$ cat src/rtl/dac_wr_sched.sv
// Write sequencer/arbiter in front of a single-channel SPI DAC writer: periodic LUT stream plus host config writes.
// Optional saturating miss counter output miss_cnt_o when DAC_WR_MISS_CNT_EN is defined.
module dac_wr_sched #(
  parameter int         AW  = 8,
  parameter logic [3:0] CMD = 4'h3,
  parameter int         PW  = 16
) (
  input  logic          clk_i,
  input  logic          rst_i,
  input  logic          en_i,
  input  logic [PW-1:0] period_i,
  output logic [AW-1:0] lut_addr_o,
  input  logic [11:0]   lut_data_i,
  input  logic          cfg_req_i,
  input  logic [15:0]   cfg_data_i,
  output logic          cfg_ack_o,
  output logic          strw_o,
  output logic [15:0]   din_o,
  input  logic          eow_i,
  output logic          busy_o,
  output logic          miss_o
`ifdef DAC_WR_MISS_CNT_EN
  ,
  output logic [7:0]    miss_cnt_o
`endif
);

  typedef enum logic [1:0] {S_IDLE, S_FETCH, S_LOAD, S_WAIT} state_e;

  state_e        state_q, state_d;
  logic [PW-1:0] timer_q, timer_d, pm1;
  logic          spend_q, spend_d;
  logic          last_cfg_q, last_cfg_d;
  logic [AW-1:0] addr_q, addr_d;
  logic [15:0]   din_q, din_d;
  logic [15:0]   load_word;
  logic          tick, grant_s, grant_c, load_go;

  // last_cfg_q doubles as the type of the transfer in flight, since it is updated on every grant
  assign pm1     = (period_i < PW'(2)) ? PW'(1) : period_i - PW'(1);
  assign tick    = en_i & (timer_q >= pm1);
  assign grant_c = (state_q == S_IDLE) & cfg_req_i & (~spend_q | ~last_cfg_q);
  assign grant_s = (state_q == S_IDLE) & spend_q & (~cfg_req_i | last_cfg_q);
  assign load_go = (state_q == S_LOAD) & (~last_cfg_q | cfg_req_i);
  assign load_word = last_cfg_q ? cfg_data_i : {CMD, lut_data_i};

  always_ff @(posedge clk_i or posedge rst_i) begin
    if (rst_i) begin
      state_q    <= S_IDLE;
      timer_q    <= '0;
      spend_q    <= 1'b0;
      last_cfg_q <= 1'b0;
      addr_q     <= '0;
      din_q      <= '0;
    end else begin
      state_q    <= state_d;
      timer_q    <= timer_d;
      spend_q    <= spend_d;
      last_cfg_q <= last_cfg_d;
      addr_q     <= addr_d;
      din_q      <= din_d;
    end
  end

  always_comb begin
    state_d = state_q;
    case (state_q)
      S_IDLE:  if (grant_s) state_d = S_FETCH;
               else if (grant_c) state_d = S_LOAD;
      S_FETCH: state_d = S_LOAD;
      S_LOAD:  state_d = load_go ? S_WAIT : S_IDLE;
      S_WAIT:  if (eow_i) state_d = S_IDLE;
      default: state_d = S_IDLE;
    endcase
  end

  always_comb begin
    timer_d    = (!en_i || tick) ? '0 : timer_q + PW'(1);
    spend_d    = spend_q;
    last_cfg_d = last_cfg_q;
    if (!en_i)        spend_d = 1'b0;
    else if (tick)    spend_d = 1'b1;
    else if (grant_s) spend_d = 1'b0;
    if (grant_c)      last_cfg_d = 1'b1;
    else if (grant_s) last_cfg_d = 1'b0;
    addr_d     = (load_go && !last_cfg_q) ? addr_q + AW'(1) : addr_q;
    din_d      = load_go ? load_word : din_q;
    // din_o bypasses the register during LOAD so the word is valid alongside strw_o
    din_o      = din_d;
    strw_o     = load_go;
    cfg_ack_o  = load_go & last_cfg_q;
    busy_o     = (state_q != S_IDLE);
    miss_o     = tick & spend_q;
    lut_addr_o = addr_q;
  end

`ifdef DAC_WR_MISS_CNT_EN
  logic [7:0] miss_cnt_q;

  always_ff @(posedge clk_i or posedge rst_i) begin
    if (rst_i) miss_cnt_q <= '0;
    else if (miss_o && miss_cnt_q != 8'hFF) miss_cnt_q <= miss_cnt_q + 8'd1;
  end

  assign miss_cnt_o = miss_cnt_q;
`endif

endmodule

$ cat config.mk
export PLATFORM = sky130hd
export DESIGN_NAME = dac_wr_sched
export DESIGN_NICKNAME = d
export VERILOG_FILES = /design/src/rtl/dac_wr_sched.sv
export SDC_FILE = /design/constraint.sdc
export NUM_CORES = 1
export LEC_CHECK = 0
export BUFFER_PORTS_ARGS = -buffer_cell sky130_fd_sc_hd__buf_2
export CAP_MARGIN = 10
export CORE_ASPECT_RATIO = 0.9
export CORE_MARGIN = 2
export CORE_UTILIZATION = 50
export CTS_CLUSTER_SIZE = 24
export DETAILED_ROUTE_END_ITERATION = 8
export PLACE_DENSITY = 0.77
export RECOVER_POWER = 100
export SETUP_SLACK_MARGIN = 0.2
export SYNTH_ARGS = -nofsm -noshare
export SYNTH_HDL_FRONTEND = slang
export SYNTH_SLANG_ARGS = --single-unit
$ cat constraint.sdc
create_clock -name clk_i -period 4.3 [get_ports clk_i]
set_clock_uncertainty 0.05 [all_clocks]
set_input_delay 0.215 -clock clk_i [delete_from_list [all_inputs] [get_ports clk_i]]
set_output_delay 0.215 -clock clk_i [all_outputs]
set_load 0.01 [all_outputs]
==> results of run 1 <==
## layer usage
layer | track usage | up-vias | wire, um
met5 | 0 | - | 0
met4 | 0.0538 | 0 | 44
met3 | 0.0347 | 4 | 163
met2 | 0.340 | 37 | 2990
met1 | 0.261 | 1136 | 2870
li1 | - | 1224 | -
## synth_stat cells (2+ instances only)
library cell / count / area (um2)
nand2_1: 51 / 191
dfrtp_1: 44 / 1100
xnor2_1: 21 / 184
ha_1: 19 / 238
a22oi_1: 13 / 97.6
nand3_1: 12 / 60.1
nor4_1: 12 / 75.1
nor3_1: 11 / 55.1
xor2_1: 10 / 87.6
inv_1: 9 / 33.8
nor2_1: 9 / 33.8
nor4_2: 9 / 113
a21oi_1: 8 / 40.0
nand4_1: 7 / 43.8
and3_1: 4 / 25.0
nand2b_1: 4 / 25.0
nor2b_1: 3 / 18.8
o21ai_0: 3 / 15.0
a21boi_0: 2 / 15.0
a22o_1: 2 / 17.5
buf_12: 2 / 40.0
clkbuf_1: 2 / 7.51
o22a_1: 2 / 17.5
o31ai_1: 2 / 15.0
or4_1: 2 / 15.0
## kinds of logic (layout without fill, tap and decap cells)
logic type      Yosys count  in the layout  synth area share
buf+inv                  17             98            0.0384
simple gates            136            136             0.276
fa+ha+maj                19             19            0.0838
flops                    44             44             0.388
xor+xnor                 31             31            0.0957
compound gates           41             41             0.110
mux                       2              2           0.00750
## worst reg2reg max path, cell delays in order (launching register included)
cell and delay (ns):
dfrtp_1 0.44, nor3b_1 1.60, and4_1 0.41, nand3_1 0.12, xnor2_1 0.14
## layout make-up
class | instances | area, um2 | share of cell area
clock buffer | 7 | 86.3 | 0.0264
sequential | 44 | 1100 | 0.337
tap | 70 | 87.6 | 0.0268
timing repair buffer | 81 | 378 | 0.116
multi-input combinational | 229 | 1570 | 0.481
clock inverter | 1 | 7.51 | 0.00230
inverter | 9 | 33.8 | 0.0103
## worst max path at each step
stage / startpoint / to / slack (ns)
3_5_place_dp: period_i[1] / spend_q / 0.64
2_1_floorplan: period_i[0] / miss_o / 0.98
4_1_cts: period_i[1] / miss_o / 0.65
3_3_place_gp: period_i[1] / spend_q / 0.68
6_report: period_i[1] / miss_o / 0.46
5_1_grt: period_i[1] / miss_o / 0.27
## metrics by stage
step                cell area, um2   util  setup WS, ns
floorplan                     2840      -         0.979
global placement              3280  0.590         0.677
detailed placement            3280  0.590         0.644
CTS                           3370  0.606         0.650
global route                  3270  0.587         0.268
finish                        3270  0.587         0.460
## state kept, by name (all words and copies together) (netlist names)
register    flops
spend_q         1
state_q         2
timer_q        16
last_cfg_q      1
din_q          16
lut_addr_o      8
## report_power, final
group / internal [uW] / leakage [uW] / switching (uW)
sequential: 506 / 0.000573 / 54.7
combinational: 154 / 0.000877 / 263
clock: 130 / 0.0000445 / 134
==> impl_metrics.ini, run 1 <==
[global_routing]
grt_max_degree = 45
grt_first_pass_wirelength_um = 10200
grt_pass1_vias = 2231
antenna_found_initial = 0
grt_use_total = 0.196
grt-ovfl-total = 0

[synth]
syn_inst = 290
yosysWarnings = 0
yosys.cell_types.count = 52
ys_seq_elements = 44
yosysSeqAreaShare = 0.388
syn_avg_cell_area_um2 = 9.79
synth_edf_count = 0
synthFlopType = dfrtp_1
syn_nets = 358
synth-async-reset-ratio = 1.00
syn-cell-area_um2 = 2840

[setup_path]
crit_required_ns = 4.03
reg2regPathDepth = 4
cp_slowest_stage_delay_ns = 0.69
start_kind = primary input
cp_num_cells = 13
cp.arrival_ns = 3.57
r2r_start = state_q[0]
worst-path-buf-inv = 3
r2r_end = lut_addr_o[5]
path_max_fanout = 5
worst-r2r-setup-slack_ns = 1.43
cp_slowest_cell = or4b_2
crit_type = primary input to output pin
path_cells = clkbuf_1 -> inv_1 -> ha_1 -> or4b_2 -> nor4_1 -> xor2_1 -> nand2_1 -> ha_1 -> nand4_1 -> or4_1 -> a31oi_1 -> o311a_2 -> clkbuf_1
endpoint_kind = output pin
worst_path_dominant_cell_family = simple AND/OR/NAND/NOR gates

[route]
antenna_left = 0
routed-via-count = 2401
wl_um = 6070
drt_iter0_drc = 158
first_pass_iters = 5
route.detailed.drc = 0
vias_per_cell = 5.44
wl_per_cell_um = 13.8

[cells_and_area]
fill_cells = 518
final_common_cell = nand2_1
antenna_cells = 0
final_cell_mix = nand2_1 (51), buf_2 (47), dfrtp_1 (44)
final_nets = 438
area_growth_pct = 15.1
drive_gt1_frac = 0.186
stdcell_count = 441

[clocking]
cts_tree = done
ctsHtreeMaxLevel = 2
cts_setup_buffers = 0
cts_resized = 0
clk_pin_slew_ns = 0.08
root_buffer = clkbuf_8
clk_latency_ns = 0.29
cts_hold_buf = 0
cts_buffers = 5
cts_buffer_depth = 2
cts.sinks = 44

[die]
die-width_um = 83.4
start_util = 0.510
die_h_um = 75.5
dieArea_um2 = 6290
num_io_pins = 77
core_um2 = 5560
rows = 26

[sta]
rsz0062_at_grt = false
hold_viol = 0
tightest_slew_ns = 2.31
finalSetupTns_ns = 0
fmax_ghz = 0.260
slew_headroom = -0.538
min_period_over_period = 0.893
period_needed_ns = 3.84
setup_violations = 0
finalHoldWorstSlack_ns = 0.109
slew_violations = 64

[power]
power_density_nw_per_um2 = 380
ir_drop_mv = 0.376
p_leak_uw = 0.00149
power_uw = 1240

[hold_path]
hp-class = primary input to flip-flop
hold_path_end = din_q[13]
min-delay-start = cfg_data_i[13]
holdPathStages = 2

[placement]
port_buffers = 76
place_inst = 433
dp_hpwl_um = 4630
place.gp.congestion = 0.788

[status]
outcome = finished with violations
violations = capacitance limit, slew limit

[run]
maxCapViolations = 2
No activity file was read; power rests on OpenSTA's default activity.
==> inputs of run 2 (changes only) <==
--- a/config.mk
+++ b/config.mk
@@ -9,10 +9,10 @@
 export CAP_MARGIN = 10
 export CORE_ASPECT_RATIO = 0.9
 export CORE_MARGIN = 2
-export CORE_UTILIZATION = 50
+export CORE_UTILIZATION = 53
 export CTS_CLUSTER_SIZE = 24
 export DETAILED_ROUTE_END_ITERATION = 8
-export PLACE_DENSITY = 0.77
+export PLACE_DENSITY = 0.81
 export RECOVER_POWER = 100
 export SETUP_SLACK_MARGIN = 0.2
 export SYNTH_ARGS = -nofsm -noshare
==> impl_metrics.ini, run 2 (synthesis gave the netlist of run 1 again) <==
[placement]
port_buffers = 76
place.gp.congestion = 0.763
dp_hpwl_um = 4690
placed_area_um2 = 3280

[route]
vias_per_cell = 5.57
wl_um = 6180
wl_per_cell_um = 14.1
route.detailed.drc = 0
routed-via-count = 2436
antenna_left = 0
drt_iter0_drc = 118
first_pass_iters = 5

[clocking]
ctsHtreeMaxLevel = 2
cts.sinks = 44
cts_buffer_depth = 2
cts_hold_buf = 0
clk_pin_slew_ns = 0.08
cts_resized = 0
cts_setup_buffers = 0
cts_buffers = 5
root_buffer = clkbuf_8
clk_latency_ns = 0.29
cts_tree = done

[die]
start_util = 0.543
die_h_um = 73.4
dieArea_um2 = 5960
die-width_um = 81.1
core_um2 = 5220
rows = 25
num_io_pins = 77

[sta]
period_needed_ns = 3.81
min_period_over_period = 0.886
hold_viol = 0
finalSetupTns_ns = 0
slew_violations = 64
setup_violations = 0
tightest_slew_ns = 2.29
rsz0062_at_grt = false
slew_headroom = -0.526
fmax_ghz = 0.262

[global_routing]
grt_pass1_vias = 2319
grt-ovfl-total = 0
antenna_found_initial = 0
grt_max_degree = 45
grt_first_pass_wirelength_um = 10300
grt_use_total = 0.223

[status]
violations = capacitance limit, slew limit
outcome = finished with violations

[cells_and_area]
antenna_cells = 0
regArea_um2 = 1100
fill_cells = 464
multi_input_comb_area_um2 = 1580
final_cell_mix = nand2_1 (51), buf_2 (47), dfrtp_1 (44)
area_growth_pct = 14.6
final_common_cell = nand2_1
final_area_um2 = 3250
drive_gt1_frac = 0.184
final_util = 0.623
final_nets = 438

[power]
combPwrFrac = 0.340
clock_power_share = 0.199
power.switching_uw = 443
swShare = 0.365
p_leak_uw = 0.00149
seqPwrFrac = 0.461
power_density_nw_per_um2 = 373
ir_drop_mv = 0.364
power_uw = 1210
p_int_uw = 770

[hold_path]
holdPathStages = 3
min-delay-start = lut_data_i[0]
hp-class = primary input to flip-flop
hold_path_end = din_q[0]

[setup_path]
crit_type = primary input to output pin
crit_required_ns = 4.03
worst-r2r-setup-slack_ns = 1.39
r2r_end = lut_addr_o[6]
reg2regPathDepth = 4
cp.arrival_ns = 3.55
endpoint_kind = output pin
path_max_fanout = 5
r2r_start = state_q[1]
start_kind = primary input

[run]
maxCapViolations = 2
run 2: cell types whose count changed in the layout (fill, tap and decap cells not counted):
cell and delta:
nor4_2 -1, a31oi_1 -1, inv_1 +1, clkinv_2 +1, clkbuf_8 -1, buf_4 -1, a31oi_4 +1, clkinvlp_4 -1
clkbuf_2 +1, clkinv_1 -1, nor4_1 +1
run 2: layout make-up:
type | count | share of cell area
clock buffers | 6 | 0.0223
clock inverters | 1 | 0.00154
inverters | 9 | 0.0104
multi-input cells | 229 | 0.486
flip-flops and latches | 44 | 0.339
well taps | 67 | 0.0258
repair buffers | 81 | 0.115
run 2: power groups by stage:
stage	clock network [uW]	registers, uW	logic (uW)
after floorplan	0	560	262
after global placement	0	565	439
after detailed placement	0	568	447
after CTS	248	560	448
after global routing	266	571	465
final	242	560	412
run 2: routing by layer:
layer	wire length (um)	share of wire	GRT usage	vias to the layer above
met2	3120	0.51	0.374	41
met4	82	0.013	0.0640	0
met3	157	0.025	0.0418	10
met5	0	0	0	-
li1	-	-	-	1215
met1	2820	0.46	0.295	1170
run 2: worst max-delay path by stage:
stage / startpoint / to / slack [ns] / cells past startpoint
after floorplan: period_i[0] / miss_o / 0.98 / 11
after global placement: period_i[1] / spend_q / 0.68 / 13
after detailed placement: period_i[1] / spend_q / 0.61 / 13
after CTS: period_i[1] / miss_o / 0.63 / 13
after global routing: period_i[0] / miss_o / 0.30 / 13
final: period_i[1] / miss_o / 0.49 / 13
run 2: critical path, cell delays in order:
cell and delay, ns:
buf_2 0.13, inv_1 0.06, ha_1 0.20, or4b_2 0.69
nor4_1 0.26, xor2_1 0.18, nand2_1 0.07, ha_1 0.29
nand4_1 0.25, or4_1 0.65, a31oi_4 0.17, o311a_2 0.18
clkbuf_1 0.18
run 2: metrics by stage:
| step | hold slack (ns) | std cells | setup WS [ns] |
|---|---|---|---|
| final | 0.111 | 437 | 0.488 |
| after detailed placement | 0.329 | 430 | 0.606 |
| after floorplan | 0.293 | 290 | 0.979 |
| after global placement | 0.327 | 430 | 0.685 |
| after global routing | 0.113 | 437 | 0.299 |
| after CTS | 0.0133 | 437 | 0.634 |
==> inputs of run 3 (changes only) <==
--- a/config.mk
+++ b/config.mk
@@ -5,14 +5,16 @@
 export SDC_FILE = /design/constraint.sdc
 export NUM_CORES = 1
 export LEC_CHECK = 0
+export ABC_AREA = 1
 export BUFFER_PORTS_ARGS = -buffer_cell sky130_fd_sc_hd__buf_2
 export CAP_MARGIN = 10
 export CORE_ASPECT_RATIO = 0.9
 export CORE_MARGIN = 2
 export CORE_UTILIZATION = 53
+export CTS_BUF_LIST = sky130_fd_sc_hd__clkbuf_16
 export CTS_CLUSTER_SIZE = 24
 export DETAILED_ROUTE_END_ITERATION = 8
-export PLACE_DENSITY = 0.81
+export PLACE_DENSITY = 0.8
 export RECOVER_POWER = 100
 export SETUP_SLACK_MARGIN = 0.2
 export SYNTH_ARGS = -nofsm -noshare
==> impl_metrics.ini, run 3 <==
[status]
outcome = finished with violations
violations = capacitance limit, slew limit

[synth]
synthTopCellsByCount = nand2_1 (109), dfrtp_1 (44), inv_1 (43), nor2_1 (42), nand3_1 (34)
yosysMostFrequentCell = nand2_1
syn_inst = 378
ys_seq_elements = 44
yosysWarnings = 0
synth_top_cell_by_area = dfrtp_1
synthTopCellsByArea = dfrtp_1 (38%), nand2_1 (14%), ha_1 (8.3%)
syn_avg_cell_area_um2 = 7.58
synth_edf_count = 0
syn_nets = 446
syn-cell-area_um2 = 2870
yosys.cell_types.count = 30
synth-async-reset-ratio = 1.00
synth_top_area_frac = 0.384
yosysSeqAreaShare = 0.384
synthFlopType = dfrtp_1

[cells_and_area]
final_nets = 525
area_growth_pct = 17.7
antenna_cells = 0
final_util = 0.646
drive_gt1_frac = 0.153
stdcell_count = 525
final_common_cell = nand2_1
final_cell_mix = nand2_1 (110), buf_2 (48), nor2_1 (46)

[global_routing]
grt_first_pass_wirelength_um = 9920
antenna_found_initial = 0
grt_max_degree = 45
grt-ovfl-total = 0
grt_pass1_vias = 2306
grt_use_total = 0.213

[setup_path]
worst-path-buf-inv = 5
reg2regPathDepth = 7
crit_required_ns = 4.03
cp_slowest_cell = ha_1
start_kind = primary input
worst_path_dominant_cell_family = simple AND/OR/NAND/NOR gates
endpoint_kind = output pin
cp_slowest_stage_delay_ns = 0.31
path_max_fanout = 5
cp_num_cells = 16
crit_type = primary input to output pin
cp.arrival_ns = 2.34
path_cells = buf_2 -> inv_1 -> ha_1 -> inv_1 -> nor2_1 -> nand2_1 -> inv_1 -> nand2_1 -> nand2_1 -> nand3_1 -> ha_1 -> nand4_1 -> a21oi_1 -> nor2_1 -> a21oi_1 -> clkbuf_1

[sta]
slew_violations = 45
tightest_slew_ns = 2.34
hold_viol = 0
period_needed_ns = 2.61
finalSetupTns_ns = 0
fmax_ghz = 0.383
min_period_over_period = 0.607
slew_headroom = -0.557
worst_slack_ns = 1.69
rsz0062_at_grt = false
setup_violations = 0

[placement]
port_buffers = 76
place_inst = 517
place.gp.congestion = 0.925
dp_hpwl_um = 4660
dpl_worst_slack_ns = 1.61

[clocking]
clk_pin_slew_ns = 0.05
cts_buffers = 5
cts.sinks = 44
root_buffer = clkbuf_16
cts_resized = 0
cts_hold_buf = 0
ctsHtreeMaxLevel = 2
cts_buffer_depth = 2
cts_tree = done
clk_latency_ns = 0.28
cts_setup_buffers = 0

[run]
maxCapViolations = 1

[power]
p_leak_uw = 0.00175
power_density_nw_per_um2 = 437
ir_drop_mv = 0.340
power_uw = 1470

[hold_path]
hp-class = primary input to flip-flop
holdPathStages = 3

[route]
routed-via-count = 2627
antenna_left = 0
first_pass_iters = 4
route.detailed.drc = 0
wl_per_cell_um = 11.7
wl_um = 6160
vias_per_cell = 5.00
drt_iter0_drc = 145

[die]
num_io_pins = 77
dieArea_um2 = 6010
start_util = 0.549
die_h_um = 73.8
die-width_um = 81.5
rows = 25
core_um2 = 5220
[run 3: worst paths after layout]
check	startpoint	endpoint	slack [ns]
max	period_i[0]	miss_o	1.69
min	cfg_data_i[5]	din_q[5]	0.11
max reg2reg	state_q[0]	lut_addr_o[6]	2.02
min reg2reg	lut_addr_o[7]	lut_addr_o[7]	0.42
max in group asynchronous	rst_i	timer_q[12]	2.14
min in group asynchronous	rst_i	din_q[4]	0.72
[run 3: per-layer routing]
layer / GRT usage / wire length, um / vias to the layer above
met5: 0 / 0 / -
met4: 0.0508 / 57 / 0
met3: 0.0430 / 189 / 7
met2: 0.361 / 3010 / 42
met1: 0.279 / 2900 / 1202
li1: - / - / 1376
[run 3: worst min-delay path, stage by stage]
cell     delay [ns]
buf_2          0.07
nand2_1        0.04
nand3_1        0.07
[run 3: metrics by stage]
step | cell area, um2 | hold slack (ns)
finish | 3370 | 0.112
detailed placement | 3300 | 0.327
global placement | 3300 | 0.324
global route | 3370 | 0.122
floorplan | 2870 | 0.275
CTS | 3440 | 0.0276
[run 3: layout make-up]
type,instances,area [um2]
clock buffer,5,125
multi-input combinational,285,1540
timing repair buffer,77,349
inverter,44,165
clock inverter,3,11.3
fill,478,1850
tap,67,83.8
sequential,44,1100
[run 3: power breakdown]
part / total (uW) / internal (uW) / switching (uW)
Sequential: 587 / 523 / 64.0
Clock: 355 / 209 / 146
Combinational: 533 / 187 / 346
Total: 1470 / 919 / 556
[run 3: cell families after synthesis]
| family | count (synthesis) | share of synthesized area |
|---|---|---|
| simple gates | 222 | 0.354 |
| flops | 44 | 0.384 |
| xor+xnor | 15 | 0.0458 |
| compound gates | 29 | 0.0633 |
| buf+inv | 49 | 0.0694 |
| fa+ha+maj | 19 | 0.0830 |
